File: src/rtl/ddr_arb_pkg.sv
// Shared state/grant types and default widths for the DDR receive-side arbiter.
package ddr_arb_pkg;
  localparam int DEF_ADDR_W     = 25;
  localparam int DEF_DATA_W     = 256;
  localparam int BYTES_PER_WORD = 32;
  localparam int BYTE_IDX_W     = $clog2(BYTES_PER_WORD);

  typedef enum logic [2:0] {
    ST_IDLE,
    ST_WR_ISSUE,
    ST_WR_WAIT,
    ST_RD_ISSUE,
    ST_RD_WAIT
  } arb_state_e;

  typedef enum logic {
    GRANT_WRITE = 1'b0,
    GRANT_READ  = 1'b1
  } grant_e;
endpackage

File: src/rtl/ddr_word_fifo.sv
// Synchronous word FIFO holding packed DDR write words; exposes head and occupancy.
module ddr_word_fifo
  import ddr_arb_pkg::*;
#(
  parameter int DATA_W = DEF_DATA_W,
  parameter int DEPTH  = 4,
  localparam int PTR_W = $clog2(DEPTH),
  localparam int CNT_W = PTR_W + 1
) (
  input  logic              clk,
  input  logic              rstn,
  input  logic              push,
  input  logic [DATA_W-1:0] push_data,
  input  logic              pop,
  output logic [DATA_W-1:0] head,
  output logic [CNT_W-1:0]  count
);
  logic [DATA_W-1:0] mem_q [DEPTH];
  logic [PTR_W-1:0]  wr_ptr_q, wr_ptr_d, rd_ptr_q, rd_ptr_d;
  logic [CNT_W-1:0]  count_q, count_d;
  logic              do_push, do_pop;

  always_comb begin
    do_push  = push && (count_q != CNT_W'(DEPTH));
    do_pop   = pop && (count_q != '0);
    wr_ptr_d = do_push ? wr_ptr_q + 1'b1 : wr_ptr_q;
    rd_ptr_d = do_pop ? rd_ptr_q + 1'b1 : rd_ptr_q;
    count_d  = count_q + CNT_W'(do_push) - CNT_W'(do_pop);
  end

  always_ff @(posedge clk or negedge rstn) begin
    if (!rstn) begin
      wr_ptr_q <= '0;
      rd_ptr_q <= '0;
      count_q  <= '0;
    end else begin
      wr_ptr_q <= wr_ptr_d;
      rd_ptr_q <= rd_ptr_d;
      count_q  <= count_d;
    end
  end

  // NOTE: storage has no reset; pointers and count alone decide which entries are live.
  always_ff @(posedge clk) begin
    if (do_push) mem_q[wr_ptr_q] <= push_data;
  end

  assign head  = mem_q[rd_ptr_q];
  assign count = count_q;
endmodule

File: src/rtl/ddr_rx_arbiter.sv
// Packs received bytes into DDR words, queues them, and arbitrates DDR writes against read requests.
module ddr_rx_arbiter
  import ddr_arb_pkg::*;
#(
  parameter int ADDR_W     = DEF_ADDR_W,
  parameter int DATA_W     = DEF_DATA_W,
  parameter int FIFO_DEPTH = 4
) (
  input  logic              clk,
  input  logic              rstn,
  input  logic [7:0]        byte_in,
  input  logic              byte_en,
  input  logic              flush,
  input  logic [ADDR_W-1:0] wr_limit,
  input  logic              rd_req,
  input  logic [ADDR_W-1:0] rd_req_addr,
  output logic              rd_req_ack,
  output logic [DATA_W-1:0] rd_out_data,
  output logic              rd_out_valid,
  output logic [ADDR_W-1:0] wr_addr,
  output logic [DATA_W-1:0] wr_data,
  output logic              wr_en,
  input  logic              wr_busy,
  output logic [ADDR_W-1:0] rd_addr,
  output logic              rd_en,
  input  logic              rd_busy,
  input  logic              rd_data_valid,
  input  logic [DATA_W-1:0] rd_data,
  output logic              overflow,
  output logic [31:0]       words_written
);
  localparam int CNT_W = $clog2(FIFO_DEPTH) + 1;
  localparam logic [CNT_W-1:0]      FULL_CNT  = CNT_W'(FIFO_DEPTH);
  localparam logic [CNT_W-1:0]      HIGH_CNT  = CNT_W'(FIFO_DEPTH - 1);
  localparam logic [BYTE_IDX_W-1:0] LAST_BYTE = BYTE_IDX_W'(BYTES_PER_WORD - 1);

  // Packer state
  logic [DATA_W-1:0]     pack_q, pack_d, push_data_q, push_data_d;
  logic [BYTE_IDX_W-1:0] byte_cnt_q, byte_cnt_d;
  logic                  push_q, push_d, overflow_q, overflow_d;
  // FIFO interface
  logic                  fifo_push, fifo_pop;
  logic [DATA_W-1:0]     fifo_head;
  logic [CNT_W-1:0]      fifo_count;
  // Arbiter state and registered outputs
  arb_state_e            state_q, state_d;
  grant_e                last_grant_q, last_grant_d;
  logic [ADDR_W-1:0]     wr_ptr_q, wr_ptr_d, wr_addr_q, wr_addr_d, rd_addr_q, rd_addr_d;
  logic [DATA_W-1:0]     wr_data_q, wr_data_d, rd_out_data_q, rd_out_data_d;
  logic                  wr_en_q, wr_en_d, rd_en_q, rd_en_d, rd_ack_q, rd_ack_d;
  logic                  rd_out_valid_q, rd_out_valid_d;
  logic [31:0]           words_written_q, words_written_d;

  // NOTE: every always_comb output gets a default first so no path can infer a latch.
  always_comb begin
    pack_d      = pack_q;
    byte_cnt_d  = byte_cnt_q;
    push_d      = 1'b0;
    push_data_d = push_data_q;
    if (byte_en) begin
      pack_d[{byte_cnt_q, 3'b000} +: 8] = byte_in;
      byte_cnt_d = byte_cnt_q + 1'b1;
      if (byte_cnt_q == LAST_BYTE) begin
        push_d      = 1'b1;
        push_data_d = pack_d;
        pack_d      = '0;
      end
    end
    // A flush that coincides with the completing byte is absorbed by that push.
    if (flush && !push_d && (byte_cnt_d != '0)) begin
      push_d      = 1'b1;
      push_data_d = pack_d;
      pack_d      = '0;
      byte_cnt_d  = '0;
    end
    fifo_push  = push_q && (fifo_count != FULL_CNT);
    overflow_d = overflow_q || (push_q && (fifo_count == FULL_CNT));
  end

  // NOTE: sequential state is updated only with non-blocking assignments.
  always_ff @(posedge clk or negedge rstn) begin
    if (!rstn) begin
      pack_q      <= '0;
      byte_cnt_q  <= '0;
      push_q      <= 1'b0;
      push_data_q <= '0;
      overflow_q  <= 1'b0;
    end else begin
      pack_q      <= pack_d;
      byte_cnt_q  <= byte_cnt_d;
      push_q      <= push_d;
      push_data_q <= push_data_d;
      overflow_q  <= overflow_d;
    end
  end

  ddr_word_fifo #(.DATA_W(DATA_W), .DEPTH(FIFO_DEPTH)) u_fifo (
    .clk      (clk),
    .rstn     (rstn),
    .push     (fifo_push),
    .push_data(push_data_q),
    .pop      (fifo_pop),
    .head     (fifo_head),
    .count    (fifo_count)
  );

  always_comb begin
    state_d         = state_q;
    last_grant_d    = last_grant_q;
    wr_ptr_d        = wr_ptr_q;
    wr_addr_d       = wr_addr_q;
    wr_data_d       = wr_data_q;
    wr_en_d         = 1'b0;
    rd_addr_d       = rd_addr_q;
    rd_en_d         = 1'b0;
    rd_ack_d        = 1'b0;
    rd_out_data_d   = rd_out_data_q;
    rd_out_valid_d  = 1'b0;
    words_written_d = words_written_q;
    fifo_pop        = 1'b0;
    case (state_q)
      ST_IDLE: begin
        // Near-full FIFO forces a write; otherwise a tie alternates against the last grant.
        if ((fifo_count >= HIGH_CNT) ||
            ((fifo_count != '0) && (!rd_req || (last_grant_q == GRANT_READ)))) begin
          state_d      = ST_WR_ISSUE;
          last_grant_d = GRANT_WRITE;
        end else if (rd_req) begin
          state_d      = ST_RD_ISSUE;
          last_grant_d = GRANT_READ;
        end
      end
      ST_WR_ISSUE: begin
        if (!wr_busy) begin
          wr_en_d         = 1'b1;
          wr_addr_d       = wr_ptr_q;
          wr_data_d       = fifo_head;
          fifo_pop        = 1'b1;
          words_written_d = words_written_q + 32'd1;
          wr_ptr_d        = (wr_ptr_q == wr_limit) ? '0 : wr_ptr_q + 1'b1;
          state_d         = ST_WR_WAIT;
        end
      end
      ST_WR_WAIT: begin
        if (!wr_busy) state_d = ST_IDLE;
      end
      ST_RD_ISSUE: begin
        if (!rd_busy) begin
          rd_en_d   = 1'b1;
          rd_ack_d  = 1'b1;
          rd_addr_d = rd_req_addr;
          state_d   = ST_RD_WAIT;
        end
      end
      ST_RD_WAIT: begin
        if (rd_data_valid) begin
          rd_out_data_d  = rd_data;
          rd_out_valid_d = 1'b1;
          state_d        = ST_IDLE;
        end
      end
      default: state_d = ST_IDLE;
    endcase
  end

  always_ff @(posedge clk or negedge rstn) begin
    if (!rstn) begin
      state_q         <= ST_IDLE;
      last_grant_q    <= GRANT_WRITE;
      wr_ptr_q        <= '0;
      wr_addr_q       <= '0;
      wr_data_q       <= '0;
      wr_en_q         <= 1'b0;
      rd_addr_q       <= '0;
      rd_en_q         <= 1'b0;
      rd_ack_q        <= 1'b0;
      rd_out_data_q   <= '0;
      rd_out_valid_q  <= 1'b0;
      words_written_q <= '0;
    end else begin
      state_q         <= state_d;
      last_grant_q    <= last_grant_d;
      wr_ptr_q        <= wr_ptr_d;
      wr_addr_q       <= wr_addr_d;
      wr_data_q       <= wr_data_d;
      wr_en_q         <= wr_en_d;
      rd_addr_q       <= rd_addr_d;
      rd_en_q         <= rd_en_d;
      rd_ack_q        <= rd_ack_d;
      rd_out_data_q   <= rd_out_data_d;
      rd_out_valid_q  <= rd_out_valid_d;
      words_written_q <= words_written_d;
    end
  end

  assign wr_en         = wr_en_q;
  assign wr_addr       = wr_addr_q;
  assign wr_data       = wr_data_q;
  assign rd_en         = rd_en_q;
  assign rd_addr       = rd_addr_q;
  assign rd_req_ack    = rd_ack_q;
  assign rd_out_data   = rd_out_data_q;
  assign rd_out_valid  = rd_out_valid_q;
  assign overflow      = overflow_q;
  assign words_written = words_written_q;
endmodule

File: config.mk
export PLATFORM = sky130hd
export DESIGN_NAME = ddr_rx_arbiter
export DESIGN_NICKNAME = d
export VERILOG_FILES = /design/src/rtl/ddr_arb_pkg.sv /design/src/rtl/ddr_word_fifo.sv /design/src/rtl/ddr_rx_arbiter.sv
export SDC_FILE = /design/constraint.sdc
export NUM_CORES = 2
export LEC_CHECK = 0
export ABC_CLOCK_PERIOD_IN_PS = 9700
export BUFFER_PORTS_ARGS = -buffer_cell sky130_fd_sc_hd__buf_2
export CORE_ASPECT_RATIO = 1.2
export CORE_MARGIN = 4
export CORE_UTILIZATION = 35
export DETAILED_ROUTE_END_ITERATION = 6
export PLACE_DENSITY = 0.52
export SLEW_MARGIN = 25
export SYNTH_ARGS = -nofsm -noshare
export SYNTH_HDL_FRONTEND = slang
export SYNTH_SLANG_ARGS = --single-unit
File: constraint.sdc
create_clock -name clk -period 9.7 [get_ports clk]
set_input_delay 1.455 -clock clk [delete_from_list [all_inputs] [get_ports clk]]
set_output_delay 1.455 -clock clk [all_outputs]
set_load 0.01 [all_outputs]
==> impl_results.html <==
<table>
<tr><th>Metric</th><th>Value</th></tr>
<tr><th colspan="2">Outcome</th></tr>
<tr><td>Outcome</td><td>finished clean</td></tr>
<tr><th colspan="2">Floorplanning</th></tr>
<tr><td>Effective utilization at floorplan</td><td>35.3%</td></tr>
<tr><td>Die Outline Area</td><td>0.260 mm²</td></tr>
<tr><td>Total number of placement rows</td><td>201</td></tr>
<tr><td>Number of top-level pins</td><td>921</td></tr>
<tr><td>Floorplan core area</td><td>0.250 mm²</td></tr>
<tr><td>Die Ht</td><td>558 µm</td></tr>
<tr><td>Die Span X</td><td>467 µm</td></tr>
<tr><th colspan="2">Synthesis</th></tr>
<tr><td>Sequential share of the synthesized area</td><td>67.5%</td></tr>
<tr><td>Library cells used by synthesis</td><td>87</td></tr>
<tr><td>Async S/R FF share, synth</td><td>52.9%</td></tr>
<tr><td>Count leader, synth</td><td>sky130_fd_sc_hd__dfrtp_1</td></tr>
<tr><td>Biggest area contributors in the synthesized netlist</td><td>sky130_fd_sc_hd__edfxtp_1 (35%), sky130_fd_sc_hd__dfrtp_1 (33%), sky130_fd_sc_hd__mux4_2 (6.5%)</td></tr>
<tr><td>Cell type with the highest aggregate area in the netlist</td><td>sky130_fd_sc_hd__edfxtp_1</td></tr>
<tr><td>List of most frequent post-synthesis cells</td><td>sky130_fd_sc_hd__dfrtp_1 (1152), sky130_fd_sc_hd__nand2_1 (1086), sky130_fd_sc_hd__edfxtp_1 (1024)</td></tr>
<tr><td>Cell area after synthesis</td><td>0.0883 mm²</td></tr>
<tr><td>Synth Register Bits</td><td>2176</td></tr>
<tr><td>Number of standard cells after synthesis</td><td>6468</td></tr>
<tr><td>Syn nets</td><td>6806</td></tr>
<tr><td>Average instance area after synthesis</td><td>13.7 µm²</td></tr>
<tr><td>Total number of yosys warnings</td><td>0</td></tr>
<tr><td>Area share of the largest cell type after synthesis</td><td>34.8%</td></tr>
<tr><td>Number of flops mapped to enable cells by yosys</td><td>1024</td></tr>
<tr><td>Top_reg_cell synth</td><td>sky130_fd_sc_hd__dfrtp_1</td></tr>
<tr><th colspan="2">GRT</th></tr>
<tr><td>Remaining global-route overflow</td><td>0</td></tr>
<tr><td>Vias in the first global route</td><td>58800</td></tr>
<tr><td>Number of antenna violations at the first check in global routing</td><td>65</td></tr>
<tr><td>Largest net degree at the start of global routing</td><td>177</td></tr>
<tr><td>All-Layer GR Usage</td><td>23.1%</td></tr>
<tr><td>First-pass GRT wire length</td><td>440000 µm</td></tr>
<tr><th colspan="2">Min path</th></tr>
<tr><td>Worst hold path class</td><td>reg2reg</td></tr>
<tr><th colspan="2">Worst setup path</th></tr>
<tr><td>Critical path buffers and inverters</td><td>2</td></tr>
<tr><td>Most numerous cell on the critical path</td><td>sky130_fd_sc_hd__buf_4</td></tr>
<tr><td>Sequence of cells on the critical path</td><td>ha_1 -&gt; and3_1 -&gt; ha_4 -&gt; buf_4 -&gt; nand2_4 -&gt; nand2_1 -&gt; a21o_4 -&gt; buf_4 -&gt; mux2_2 -&gt; o22ai_1 -&gt; a211oi_1</td></tr>
<tr><td>Top Family by Delay on Critical Path</td><td>buffers and inverters</td></tr>
<tr><td>Critical path arrival</td><td>6.06 ns</td></tr>
<tr><td>Crit end category</td><td>flip-flop</td></tr>
<tr><td>Crit path largest cell delay</td><td>0.88 ns</td></tr>
<tr><td>Worst-path maximum fanout</td><td>91</td></tr>
<tr><td>Worst Path Class, Setup</td><td>reg2reg</td></tr>
<tr><td>Highest-delay cell along the critical path</td><td>sky130_fd_sc_hd__buf_4</td></tr>
<tr><td>Required time of the worst setup path</td><td>10.43 ns</td></tr>
<tr><td>Startpoint type of the worst setup path</td><td>flip-flop</td></tr>
<tr><th colspan="2">STA</th></tr>
<tr><td>Total count of hold-check failures in the final report</td><td>0</td></tr>
<tr><td>Relative slew slack</td><td>23.1%</td></tr>
<tr><td>Setup-violating endpoint count in the final report</td><td>0</td></tr>
<tr><td>Final-report max-slew violation count</td><td>0</td></tr>
<tr><td>Final clock period utilization by the worst path</td><td>54.9%</td></tr>
<tr><td>Total negative slack for setup checks</td><td>0 ns</td></tr>
<tr><td>Unrepaired setup endpoints after global routing</td><td>false</td></tr>
<tr><td>Tightest Pin Transition</td><td>1.15 ns</td></tr>
<tr><td>Final min period</td><td>5.33 ns</td></tr>
<tr><td>Worst clock skew</td><td>0.0681 ns</td></tr>
<tr><td>Achievable clock frequency</td><td>188 MHz</td></tr>
<tr><th colspan="2">CTS</th></tr>
<tr><td>Postcts setup bufs</td><td>0</td></tr>
<tr><td>Maximum level of the CTS H-tree</td><td>4</td></tr>
<tr><td>Clock insertion delay at the later pin of the skew report</td><td>0.91 ns</td></tr>
<tr><td>Clock buffer depth</td><td>4</td></tr>
<tr><td>Master cell of the clock root buffer</td><td>sky130_fd_sc_hd__clkbuf_16</td></tr>
<tr><td>CTS sink cnt</td><td>2176</td></tr>
<tr><td>Cells resized by post-CTS repair</td><td>0</td></tr>
<tr><td>Clock input transition at the sequential cells of the worst setup and hold paths</td><td>0.06 ns</td></tr>
<tr><td>Clock tree from TritonCTS</td><td>yes</td></tr>
<tr><td># hold bufs at CTS</td><td>0</td></tr>
<tr><td>TritonCTS Buffers</td><td>233</td></tr>
<tr><th colspan="2">Power</th></tr>
<tr><td>Static leakage</td><td>42.6 nW</td></tr>
<tr><td>Power Dens Cells</td><td>289 mW/mm²</td></tr>
<tr><td>Total power</td><td>30.1 mW</td></tr>
<tr><td>Max VDD drop</td><td>238 µV</td></tr>
<tr><th colspan="2">Route</th></tr>
<tr><td>Number of optimization iterations in the first detailed-route pass</td><td>6</td></tr>
<tr><td>Final antenna-violating net count</td><td>0</td></tr>
<tr><td>Iteration-0 DRC count of the detailed router</td><td>5154</td></tr>
<tr><td>Post-route DRC violation count</td><td>0</td></tr>
<tr><td>Total via count after detailed routing</td><td>58900</td></tr>
<tr><td>Average wire length per cell after detail routing</td><td>28.7 µm</td></tr>
<tr><td>Routed wire length</td><td>311000 µm</td></tr>
<tr><td>Vias per inst</td><td>5.45</td></tr>
<tr><th colspan="2">Job</th></tr>
<tr><td># Max-Cap Violations</td><td>0</td></tr>
<tr><th colspan="2">Cells and area</th></tr>
<tr><td>Filler cells</td><td>23400</td></tr>
<tr><td>Share of layout cells above drive strength 1</td><td>26.5%</td></tr>
<tr><td>Area growth syn-to-layout</td><td>17.9%</td></tr>
<tr><td>Post-layout utilization of the core</td><td>41.6%</td></tr>
<tr><td>Nets</td><td>7572</td></tr>
<tr><th colspan="2">Placed design</th></tr>
<tr><td>Count of port buffers added during placement</td><td>920</td></tr>
<tr><td>Placed wire-length estimate</td><td>210000 µm</td></tr>
<tr><td>Global placement routability congestion</td><td>0.897</td></tr>
</table>
## cells in the final DEF, fill, tap and decap left out, types with 127 or more instances in the layout
master	n
sky130_fd_sc_hd__nand3_1	127
sky130_fd_sc_hd__edfxtp_1	1024
sky130_fd_sc_hd__mux4_2	256
sky130_fd_sc_hd__clkbuf_16	236
sky130_fd_sc_hd__nor2_1	393
sky130_fd_sc_hd__a21oi_1	166
sky130_fd_sc_hd__buf_2	919
sky130_fd_sc_hd__nand2_1	1084
sky130_fd_sc_hd__nor3_1	134
sky130_fd_sc_hd__dfrtp_1	1150
sky130_fd_sc_hd__o21ai_0	203
sky130_fd_sc_hd__mux2_2	288
## worst reg2reg max path: cells and delay by family (launching register included)
family / cells / cell delay [ns]
adder cells (fa/ha/maj): 2 / 0.77
buffers and inverters: 2 / 1.53
AND/OR/NAND/NOR: 3 / 1.07
multiplexers: 1 / 0.44
AO/OA/AOI/OAI: 3 / 0.55
flip-flops: 1 / 0.79
## where the power goes
part | total, mW | switching (mW) | leakage [nW] | internal [mW]
registers | 13.4 | 1.39 | 24.5 | 12.0
logic | 7.66 | 4.59 | 14.4 | 3.07
clock network | 9.05 | 3.81 | 3.77 | 5.24
## cells by family (layout without fill, tap and decap cells)
| kind of cell | after synthesis | in the layout | synth area share [%] |
|---|---|---|---|
| mux | 565 | 565 | 10.4 |
| buf+inv | 509 | 1472 | 2.31 |
| other cells | 0 | 28 | 0 |
| xor+xnor | 81 | 81 | 0.812 |
| fa+ha+maj | 16 | 16 | 0.235 |
| flops | 2176 | 2176 | 67.5 |
| compound gates | 1138 | 1138 | 9.10 |
| simple gates | 1983 | 1983 | 9.62 |
## stage by stage
stage / instances / setup WS, ns / hold WS [ns] / area, µm²
6_report: 10800 / 4.37 / 0.467 / 104000
5_1_grt: 10800 / 4.09 / 0.487 / 104000
4_1_cts: 10800 / 4.39 / 0.472 / 104000
3_5_place_dp: 10300 / 4.40 / 0.457 / 96300
3_3_place_gp: 10300 / 4.43 / 0.454 / 96200
2_1_floorplan: 6468 / 2.31 / 0.450 / 88300
## flip-flops by register name, summed over array words and instances, names as in the netlist
register         cells
rd_out_valid         1
wr_en                1
wr_data            256
u_fifo.count         3
u_fifo.wr_ptr_q      2
push_data_q        256
rd_out_data        256
last_grant_q         1
overflow             1
wr_ptr_q            25
push_q               1
u_fifo.rd_ptr_q      2
rd_req_ack           1
rd_addr             25
pack_q             256
state_q              3
byte_cnt_q           5
wr_addr             25
u_fifo.mem_q      1024
words_written       32
## worst paths after layout
path | startpoint | endpoint | slack, ns | depth (start not counted)
setup / recovery | byte_cnt_q[0]$_DFF_PN0_ | push_data_q[66]$_DFFE_PN0P_ | 4.37 | 11
hold / removal | wr_data[20]$_DFFE_PN0P_ | wr_data[20]$_DFFE_PN0P_ | 0.47 | 2
setup reg to reg | byte_cnt_q[0]$_DFF_PN0_ | push_data_q[66]$_DFFE_PN0P_ | 4.37 | 11
hold reg to reg | wr_data[20]$_DFFE_PN0P_ | wr_data[20]$_DFFE_PN0P_ | 0.47 | 2
max in group asynchronous | rstn | wr_data[187]$_DFFE_PN0P_ | 7.02 | 4
min in group asynchronous | rstn | rd_out_data[24]$_DFFE_PN0P_ | 0.52 | 1
## routing by layer
layer  part of all wire (%)  global-route usage [%]  up-vias
met4                    6.2                    13.0       44
met2                     52                    40.9     2106
li1                       -                       -    25600
met3                    6.0                    3.96      603
met5                  0.094                       0        -
met1                     36                    26.4    30500
## layout make-up
type / count / area, µm² / share of cell area, %
inverter: 35 / 146 / 0.141
antenna: 28 / 70.1 / 0.0673
multi-input combinational: 3783 / 26900 / 25.8
clock buffer: 320 / 6480 / 6.23
tap: 3349 / 4190 / 4.02
sequential: 2176 / 59600 / 57.2
timing repair buffer: 1005 / 5560 / 5.34
clock inverter: 112 / 1220 / 1.17
No activity file was read; power rests on OpenSTA's default activity.
